--- src/rtl/mem_arbiter.sv ---
// Two-requester round-robin arbiter in front of one simple_mem port. A granted
// transfer that sees no s_mem_ready for TIMEOUT_CYCLES cycles is force-completed.
module mem_arbiter #(
  parameter int unsigned TIMEOUT_CYCLES = 255,
  parameter logic [31:0] ERR_DATA       = 32'hBADC0DE5
) (
  input  logic        clk,
  input  logic        resetn,

  input  logic        m0_mem_valid,
  input  logic        m0_mem_instr,
  input  logic [31:0] m0_mem_addr,
  input  logic [31:0] m0_mem_wdata,
  input  logic [3:0]  m0_mem_wstrb,
  output logic        m0_mem_ready,
  output logic [31:0] m0_mem_rdata,

  input  logic        m1_mem_valid,
  input  logic        m1_mem_instr,
  input  logic [31:0] m1_mem_addr,
  input  logic [31:0] m1_mem_wdata,
  input  logic [3:0]  m1_mem_wstrb,
  output logic        m1_mem_ready,
  output logic [31:0] m1_mem_rdata,

  output logic        s_mem_valid,
  output logic        s_mem_instr,
  output logic [31:0] s_mem_addr,
  output logic [31:0] s_mem_wdata,
  output logic [3:0]  s_mem_wstrb,
  input  logic        s_mem_ready,
  input  logic [31:0] s_mem_rdata,

  output logic        timeout_err
);

  typedef enum logic [1:0] {
    IDLE = 2'd0,
    GNT0 = 2'd1,
    GNT1 = 2'd2
  } state_e;

  localparam logic [15:0] CNT_LAST = 16'(TIMEOUT_CYCLES - 1);

  state_e      state_q, state_d;
  logic        last_grant_q, last_grant_d;
  logic [15:0] cnt_q, cnt_d;

  logic        granted;
  logic        gnt_sel;
  logic        gnt_valid;
  logic        complete;
  logic        timeout;
  logic        done;
  logic [31:0] done_data;

  always_comb begin
    granted   = (state_q == GNT0) || (state_q == GNT1);
    gnt_sel   = (state_q == GNT1);
    gnt_valid = granted && (gnt_sel ? m1_mem_valid : m0_mem_valid);
    complete  = gnt_valid && s_mem_ready;
    // A real ready in the last allowed cycle is a normal completion, not a timeout.
    timeout   = gnt_valid && !s_mem_ready && (cnt_q == CNT_LAST);
    done      = complete || timeout;
    done_data = timeout ? ERR_DATA : s_mem_rdata;
  end

  // NOTE: every output gets a default first so no path through this block can infer a latch.
  always_comb begin
    s_mem_valid  = 1'b0;
    s_mem_instr  = 1'b0;
    s_mem_addr   = '0;
    s_mem_wdata  = '0;
    s_mem_wstrb  = '0;
    m0_mem_ready = 1'b0;
    m0_mem_rdata = '0;
    m1_mem_ready = 1'b0;
    m1_mem_rdata = '0;
    timeout_err  = timeout;

    if (granted) begin
      s_mem_valid = gnt_valid && !timeout;
      s_mem_instr = gnt_sel ? m1_mem_instr : m0_mem_instr;
      s_mem_addr  = gnt_sel ? m1_mem_addr  : m0_mem_addr;
      s_mem_wdata = gnt_sel ? m1_mem_wdata : m0_mem_wdata;
      s_mem_wstrb = gnt_sel ? m1_mem_wstrb : m0_mem_wstrb;
    end

    if (done && !gnt_sel) begin
      m0_mem_ready = 1'b1;
      m0_mem_rdata = done_data;
    end
    if (done && gnt_sel) begin
      m1_mem_ready = 1'b1;
      m1_mem_rdata = done_data;
    end
  end

  always_comb begin
    state_d      = state_q;
    last_grant_d = last_grant_q;
    cnt_d        = cnt_q;

    case (state_q)
      IDLE: begin
        cnt_d = '0;
        if (m0_mem_valid && m1_mem_valid) state_d = last_grant_q ? GNT0 : GNT1;
        else if (m0_mem_valid)            state_d = GNT0;
        else if (m1_mem_valid)            state_d = GNT1;
      end
      GNT0, GNT1: begin
        if (!gnt_valid) begin
          // Requester withdrew: give up the slot without touching fairness history.
          state_d = IDLE;
          cnt_d   = '0;
        end else if (done) begin
          state_d      = IDLE;
          last_grant_d = gnt_sel;
          cnt_d        = '0;
        end else begin
          cnt_d = cnt_q + 16'd1;
        end
      end
      default: begin
        state_d = IDLE;
        cnt_d   = '0;
      end
    endcase
  end

  // NOTE: sequential state uses non-blocking assignments so all registers update together at the edge.
  always_ff @(posedge clk or negedge resetn) begin
    if (!resetn) begin
      state_q      <= IDLE;
      last_grant_q <= 1'b1;
      cnt_q        <= '0;
    end else begin
      state_q      <= state_d;
      last_grant_q <= last_grant_d;
      cnt_q        <= cnt_d;
    end
  end

endmodule

--- config.mk ---
export PLATFORM = sky130hd
export DESIGN_NAME = mem_arbiter
export DESIGN_NICKNAME = d
export VERILOG_FILES = /design/src/rtl/mem_arbiter.sv
export SDC_FILE = /design/constraint.sdc
export NUM_CORES = 1
export LEC_CHECK = 0
export ABC_AREA = 1
export ABC_CLOCK_PERIOD_IN_PS = 2900
export CORE_AREA = 2 2 121 123
export CTS_BUF_LIST = sky130_fd_sc_hd__clkbuf_2
export DETAILED_ROUTE_END_ITERATION = 7
export DIE_AREA = 0 0 123 125
export SLEW_MARGIN = 20
export SYNTH_ARGS = -nofsm -noshare
export SYNTH_HDL_FRONTEND = slang
export SYNTH_SLANG_ARGS = --single-unit
--- constraint.sdc ---
create_clock -name clk -period 2.9 [get_ports clk]
set_input_delay 0.87 -clock clk [delete_from_list [all_inputs] [get_ports clk]]
set_output_delay 0.87 -clock clk [all_outputs]
set_load 0.01 [all_outputs]
Word level (Yosys, flattened, before mapping)

Index checks and enable logic that the tools add are counted.

Flip-flop bits (word level): 19
Output and inout bits: 137
Input bits: 175
Logic and storage cells: 51

$add $sub $neg: 1
Multiplexer cells: 25
Reductions and logical operators: 17
Eq/ne operators: 5

Operators by type and width:

| kind                    | number |
|---|---|
| $mux W32                | 7 |
| $mux W16                | 3 |
| $add A16 B1 Y16 const B | 1 |
| $eq A16 B8 Y1 const B   | 1 |
| $mux W2                 | 6 |
| $logic_and A1 B1 Y1     | 8 |
| $mux W4                 | 2 |
| $mux W1                 | 6 |
| $ne A4 B4 Y1 const B    | 1 |
| $pmux W2 S2             | 1 |
| $logic_not A1 Y1        | 3 |
| $ne A3 B3 Y1 const B    | 1 |
| $reduce_and A3 Y1       | 1 |
| $eq A2 B1 Y1 const B    | 1 |
| $eq A2 B2 Y1 const B    | 1 |
| $logic_not A2 Y1        | 1 |
| $logic_or A1 B1 Y1      | 2 |
| $reduce_and A2 Y1       | 1 |
| $reduce_or A2 Y1        | 1 |

Depth between registers and ports, before layout

Gate-level depths: netlist (run 1).

Word-level depth: 9
Mapped depth: 11

Worst setup path before layout (run 1)

OpenSTA, ideal clock, no wires.

Path kind: input to output
From: input port s_mem_ready
To: output port m0_mem_rdata[18]
Path buffers: 1
Stages on the path: 8
Arrival time: 1.714 ns
Setup slack: 0.316 ns
Data required time: 2.030 ns
Path through: nor2_1 nand3_1 nor2_1 nand3_2 nand2_2 nand2_4 buf_2 nor2_1

Longest elaborated chain between the ends: 6
Elaborated cells between the ends (all ways): 8
Classes of those cells: 2 x mux; 6 x reduce/logical

RTL lines:

| what                              | line | RTL |
|---|---|---|
| start: declaration                | 31   | `input logic s_mem_ready,` |
| $logic_not A1 Y1                  | 63   | `timeout = gnt_valid && !s_mem_ready && (cnt_q == CNT_LAST);` |
| $logic_and A1 B1 Y1 (2 in series) | 63   |  |
| $logic_or A1 B1 Y1                | 64   | `done = complete \|\| timeout;` |
| $logic_and A1 B1 Y1               | 89   | `if (done && !gnt_sel) begin` |
| $mux W32 *                        | 89   |  |
| end: declaration                  | 16   | `output logic [31:0] m0_mem_rdata,` |

Every way passes the cells marked *; elsewhere a longest branch is shown, timed or not.

Worst setup path after layout (run 1)

From: register state_q[0]
To: output port m0_mem_rdata[11]

Longest elaborated chain between the ends: 8
Elaborated cells between the ends (all ways): 13
Classes of those cells: 2 x eq/ne; 3 x mux; 8 x reduce/logical

RTL lines:

| what                                                 | line   | RTL |
|---|---|---|
| start: declaration                                   | 45     | `state_e state_q, state_d;` |
| start signal: assignment                             | 138    | `state_q <= state_d;` |
| $eq A2 B2 Y1 *                                       | 59     | `gnt_sel = (state_q == GNT1);` |
| named net gnt_sel                                    | 50     | `logic gnt_sel;` |
| $mux W1 / $logic_or A1 B1 Y1 (equally long branches) | 60, 58 |  |
| $logic_and A1 B1 Y1                                  | 60     | `gnt_valid = granted && (gnt_sel ? m1_mem_valid : m0_mem_valid);` |
| $logic_and A1 B1 Y1 (2 in series)                    | 63     |  |
| $logic_or A1 B1 Y1                                   | 64     |  |
| $logic_and A1 B1 Y1                                  | 89     |  |
| $mux W32 *                                           | 89     |  |

Mark *: on every way through the listed nets, which the timed path passes. The rest lies on a longest branch.

==> results of run 1 <==
## placed cells by master, fill, tap and decap left out, types with 2 or more instances in the layout
cell and count:
xor2_1 6, buf_12 11, buf_2 42, inv_4 2
clkdlybuf4s50_1 171, o21ai_2 5, ha_4 2, nand2_8 7
nor2_4 17, clkdlybuf4s15_2 4, buf_16 7, ha_1 2
nor2_1 195, inv_1 77, dlygate4sd2_1 46, nor2_2 10
dlymetal6s2s_1 2, dfrtp_1 18, nand2_1 44, inv_6 2
nand3_1 16, nand2_2 2, inv_2 6, o21ai_1 40
nand4_1 28, clkdlybuf4s15_1 4, buf_4 30, nor3_1 4
clkbuf_2 11, buf_6 43, nand2_4 2, o21ai_0 27
buf_8 6
## final cells by class
type	count	area (sq um)	share of cell area
repair buffers	375	3740	0.535
multi-input cells	414	2180	0.312
flip-flops and latches	19	477	0.0682
inverters	87	342	0.0489
well taps	184	230	0.0330
clock buffers	4	20.0	0.00287
## what timing repair did
action | CTS | global route
pin swaps | 23 | 44
endpoints found under the setup margin | 137 | 104
buffers inserted | 19 | 4
cloned | 12 | 4
resized for setup | 445 | 155
## metal layers
layer / global-route usage / wire, um
met1: 0.260 / 7100
met2: 0.357 / 8300
met3: 0.0794 / 1820
met4: 0.0334 / 328
met5: 0 / 0
## worst reg2reg max path, delay by kind of cell, from the launching register on
kind / cells / cell delay [ns]
flip-flops: 1 / 0.42
buffers and inverters: 6 / 0.66
AO/OA/AOI/OAI: 1 / 0.08
adder cells (fa/ha/maj): 1 / 0.18
AND/OR/NAND/NOR: 6 / 0.61
## power by group
| group | switching, mW | internal (mW) |
|---|---|---|
| clock | 0.0792 | 0.0365 |
| combinational | 2.81 | 2.42 |
| sequential | 0.0161 | 0.293 |
| total | 2.91 | 2.75 |
## kinds of logic after synthesis
logic type / count (synthesis)
flip-flops: 19
AO/OA/AOI/OAI: 75
AND/OR/NAND/NOR: 323
buffers and inverters: 124
XOR/XNOR: 7
adder cells (fa/ha/maj): 4
## flip-flops by register name (all words and copies together), names as in the netlist
register	flops
cnt_q	16
last_grant_q	1
state_q	2
## how the worst max path moves through the flow
stage	start	end	slack, ns	cells past startpoint
after detailed placement	m0_mem_valid	m0_mem_rdata[13]	-0.74	9
after global routing	state_q[0]	m1_mem_rdata[0]	-0.25	13
after floorplan	s_mem_ready	m0_mem_rdata[18]	0.32	8
after global placement	m0_mem_valid	m0_mem_rdata[12]	-0.73	9
final	state_q[0]	m0_mem_rdata[11]	-0.15	13
after CTS	state_q[1]	m1_mem_rdata[8]	-0.17	11
## per-stage QoR
stage                     std cells  utilization
after global routing           1083        0.492
after global placement         1045        0.444
after detailed placement       1045        0.444
final                          1083        0.492
after CTS                      1079        0.473
after floorplan                 552            -
==> impl_metrics.json, run 1 <==
{
  "status": "complete, but fails checks",
  "failed_checks": "setup timing",
  "r2r-start": "state_q[0]",
  "synth_mux_area_frac": 0,
  "drc": 0,
  "crit_arrival_ns": 2.18,
  "post_dp_cell_area_sq_um": 6310,
  "yosysTopAreaCell": "nor2_1",
  "finalSetupViolations": 58,
  "synth_top_family_by_area": "simple AND/OR/NAND/NOR gates",
  "synth_fp_nets": 731,
  "numCtsBuffers": 3,
  "syn_inst": 552,
  "finalNetCount": 1079,
  "grt_max_degree": 27,
  "synth-xor-area-share": 0.0219,
  "vias_per_cell": 4.32,
  "synth_compound_area_frac": 0.135,
  "max_cap_violations": 0,
  "path_cells": "inv_2, ha_4, buf_6, nor2_4, nor2_4, o21ai_4, nor2_4, buf_6, inv_6, nand2_8, nand2_8, nor2_4, buf_6",
  "p_leak_nw": 3.65,
  "ys.flop_type": "dfrtp_1",
  "fin_ws_ns": -0.154,
  "crit_buf_inv": 5,
  "synth.distinct_cells": 27,
  "synth_commonest_cells": "nor2_1 (221), inv_1 (84), o21ai_0 (71)",
  "post-place-ws_ns": -0.744,
  "tritoncts": "done",
  "hold_start": "last_grant_q",
  "synth_top_cell_area_share": 0.296,
  "detail_route.first_pass.iterations": 4,
  "cp_slowest_stage_delay_ns": 0.42,
  "drt_iter0_drc": 179,
  "initial_core_util": 0.197,
  "worstHoldPathType": "reg2reg",
  "vias": 4674,
  "clk_pin_slew_ns": 0.17,
  "ys_ff_latch": 19,
  "diodes": 0,
  "num_io_pins": 312,
  "track_usage": 0.211,
  "place.detailed.hpwl_um": 12700,
  "cts-root-buf": "clkbuf_2",
  "finClkSkew_ns": 0.00171,
  "slew_headroom": 0.832,
  "areaGrowthSynthToFinish_pct": 149,
  "clock-sinks": 19,
  "grt_pass1_wl_um": 25500,
  "powerDensity_nw_per_um2": 810,
  "ant_nets": 0,
  "yosys_warnings": 0,
  "crit_fanout": 7,
  "async_reset_ff_frac": 1.00,
  "synth_area_sq_um": 2800,
  "drive_above_1_share": 0.238,
  "core_area_sq_um": 14200,
  "wl_um": 17500,
  "rsz0062_at_grt": "true",
  "endpoint_kind": "output port",
  "routedWlPerCell_um": 16.2,
  "worstMarginPinSlew_ns": 0.252,
  "crit_slowest_cell": "dfrtp_1",
  "min_period_ns": 3.05,
  "regToRegSetupSlack_ns": 0.91,
  "r2r_cells": 14,
  "path_class": "reg2out",
  "finalHoldViolations": 0,
  "fmax_mhz": 327,
  "fp.dieH_um": 125,
  "ctsLongestPathBuffers": 2,
  "slew_violations": 0,
  "startpoint_type": "flop",
  "crit_family": "simple AND/OR/NAND/NOR gates",
  "htreeDepth": 1,
  "peakVddDrop_uv": 391,
  "cpMostUsedCell": "nor2_4",
  "grt_pass1_vias": 4585,
  "p_total_mw": 5.66,
  "min_path_cells": 2,
  "yosysSeqAreaShare": 0.170,
  "gp_congestion": 0.830,
  "required_ns": 2.03,
  "synth.area.top_cells": "nor2_1 (30%), dfrtp_1 (16%), o21ai_0 (13%)",
  "die_area_sq_um": 15400,
  "r2r-end": "last_grant_q",
  "fin_setup_tns_ns": -5.43,
  "synth_fa_ha_area_frac": 0.0179,
  "insertion_delay_ns": 0.30,
  "antenna_found_initial": 0,
  "gr-total-overflow": 0,
  "whs_ns": 0.547,
  "cts-hold-fix-buffers": 0,
  "portBuffers": 311,
  "post-route-cell-area_sq_um": 6990,
  "synthSimpleGateAreaFrac": 0.476,
  "chipWidth_um": 123,
  "synth_edf_count": 0,
  "period_share": 1.05,
  "fillerInstances": 1480,
  "hold_end": "last_grant_q",
  "synth.most_common_cell": "nor2_1",
  "rows": 44,
  "synth.avg_cell_area_sq_um": 5.08
}
No activity file was read; power rests on OpenSTA's default activity.
==> inputs of run 2 (changes only) <==
Settings changed: CELL_PAD_IN_SITES_DETAIL_PLACEMENT set to 0, CELL_PAD_IN_SITES_GLOBAL_PLACEMENT set to 1, CORE_AREA 2 2 121 123 to not set, CORE_ASPECT_RATIO set to 0.6, CORE_UTILIZATION set to 16, DIE_AREA 0 0 123 125 to not set, PLACE_DENSITY_LB_ADDON set to 0.1.
==> impl_metrics.json, run 2 (synthesis results as in run 1) <==
{
  "die_area_sq_um": 18100,
  "fp.dieH_um": 104,
  "intPower_mw": 2.86,
  "p_total_mw": 5.72,
  "cts-hold-fix-buffers": 0,
  "numCtsBuffers": 3,
  "p_seq_frac": 0.054,
  "tritoncts": "done",
  "slew_headroom": 0.700,
  "vias": 4838,
  "post_dp_cell_area_sq_um": 6350,
  "clock-sinks": 19,
  "crit_arrival_ns": 2.24,
  "finalSetupViolations": 68,
  "wl_um": 18800,
  "portBuffers": 311,
  "regMostFlops": "cnt_q",
  "status": "complete, but fails checks",
  "rsz0062_at_grt": "true",
  "vias_per_cell": 4.27,
  "regToRegSetupSlack_ns": 0.93,
  "drive_above_1_share": 0.292,
  "grt_max_degree": 34,
  "post-route-cell-area_sq_um": 7140,
  "fin_util": 0.417,
  "track_usage": 0.198,
  "worstMarginPinSlew_ns": 0.449,
  "peakVddDrop_uv": 302,
  "finClkSkew_ns": 0.0141,
  "gr-total-overflow": 0,
  "place.detailed.hpwl_um": 13000,
  "initial_core_util": 0.164,
  "chipWidth_um": 173,
  "switching_share": 0.501,
  "drt_iter0_drc": 282,
  "drc": 0,
  "antenna_found_initial": 0,
  "routedWlPerCell_um": 16.6,
  "path_class": "in2out",
  "clk_pin_slew_ns": 0.19,
  "ctsLongestPathBuffers": 2,
  "final_common_cell": "nor2_1",
  "core_area_sq_um": 17100,
  "p_leak_nw": 3.60,
  "largest_register_ffs": 16,
  "period_share": 1.07,
  "htreeDepth": 1,
  "rows": 37,
  "gp_congestion": 0.920,
  "grt_pass1_vias": 4744,
  "fmax_mhz": 322,
  "worstHoldPathType": "reg2reg",
  "endpoint_kind": "output port",
  "startpoint_type": "input pin",
  "layout_common_cells": "nor2_1 (202), clkdlybuf4s50_1 (171), inv_1 (64)",
  "fin_setup_tns_ns": -10.49,
  "combPwrFrac": 0.924,
  "slew_violations": 0,
  "max_cap_violations": 0,
  "required_ns": 2.03,
  "areaGrowthSynthToFinish_pct": 155,
  "powerDensity_nw_per_um2": 802,
  "power_switching_mw": 2.87,
  "largest_registers": "cnt_q: 16 flops, state_q: 2 flops, last_grant_q: 1 flops",
  "crit_fanout": 7,
  "insertion_delay_ns": 0.33,
  "grt_pass1_wl_um": 27900,
  "detail_route.first_pass.iterations": 4,
  "min_period_ns": 3.11,
  "finalHoldViolations": 0,
  "fin_ws_ns": -0.209,
  "ant_nets": 0,
  "failed_checks": "setup timing",
  "finalNetCount": 1078,
  "cts-root-buf": "clkbuf_2",
  "num_io_pins": 312,
  "p_clk_frac": 0.022
}
## run 2: changes by cell type in the layout (fill, tap and decap cells not counted), sizes merged, moves of 2 or more
cell	previous run	this run
dlymetal6s2s	2	0
clkdlybuf4s15	8	25
buf	139	132
dlygate4sd2	46	18
nand2	55	52
clkbuf	12	33
## run 2: power groups by stage
stage | clock, mW | sequential, mW | combinational [mW]
floorplan | 0 | 0.311 | 1.92
global placement | 0 | 0.315 | 4.47
detailed placement | 0 | 0.316 | 4.48
CTS | 0.134 | 0.311 | 4.99
global route | 0.147 | 0.315 | 5.69
finish | 0.126 | 0.310 | 5.29
## run 2: path summary, 6_finish.rpt
| path | from | end | depth (start not counted) |
|---|---|---|---|
| worst max-delay path | s_mem_ready | m0_mem_rdata[31] | 12 |
| worst min-delay path | last_grant_q | last_grant_q | 2 |
| worst max register to register | state_q[1] | cnt_q[8] | 9 |
| worst min register to register | last_grant_q | last_grant_q | 2 |
| max in group asynchronous | resetn | last_grant_q | 2 |
| min in group asynchronous | resetn | cnt_q[3] | 2 |
## run 2: through the flow
stage	setup slack [ns]	cells	hold WS [ns]
6_report	-0.209	1133	0.517
5_1_grt	-0.330	1132	0.570
4_1_cts	-0.245	1128	0.524
3_5_place_dp	-0.826	1090	0.483
3_3_place_gp	-0.818	1090	0.463
2_1_floorplan	0.316	552	0.442
## run 2: metal layers
layer	vias to the layer above	part of all wire	GRT usage	wire, um
met2	187	0.46	0.341	8700
li1	2406	-	-	-
met3	20	0.059	0.0387	1100
met4	0	0.019	0.0354	357
met5	-	0	0	0
met1	2225	0.46	0.258	8690
## run 2: layout make-up
| type | instances | area (sq um) |
|---|---|---|
| antenna | 1 | 2.50 |
| clock buffer | 4 | 20.0 |
| fill | 1810 | 9990 |
| inverter | 87 | 354 |
| multi-input combinational | 411 | 2150 |
| sequential | 19 | 477 |
| tap | 234 | 293 |
| timing repair buffer | 377 | 3840 |
## run 2: what timing repair did
item,4_1_cts,5_1_grt
gates resized for setup,518,111
cloned,14,4
setup buffers,20,1
endpoints found under the setup margin,137,133
pin swaps,32,29
## run 2: worst max-delay path: stages
cell,delay [ns]
clkdlybuf4s15_2,0.19
nor2_1,0.11
nand3_1,0.09
nor2_2,0.13
nand3_4,0.10
buf_12,0.15
buf_12,0.14
buf_12,0.13
nand2_4,0.04
inv_2,0.04
nor2_1,0.09
buf_2,0.14
==> inputs of run 3 (changes only) <==
Settings changed: CAP_MARGIN set to 20.
==> results of run 3 <==
Final layout, timing and power as in run 2 (identical DEF).
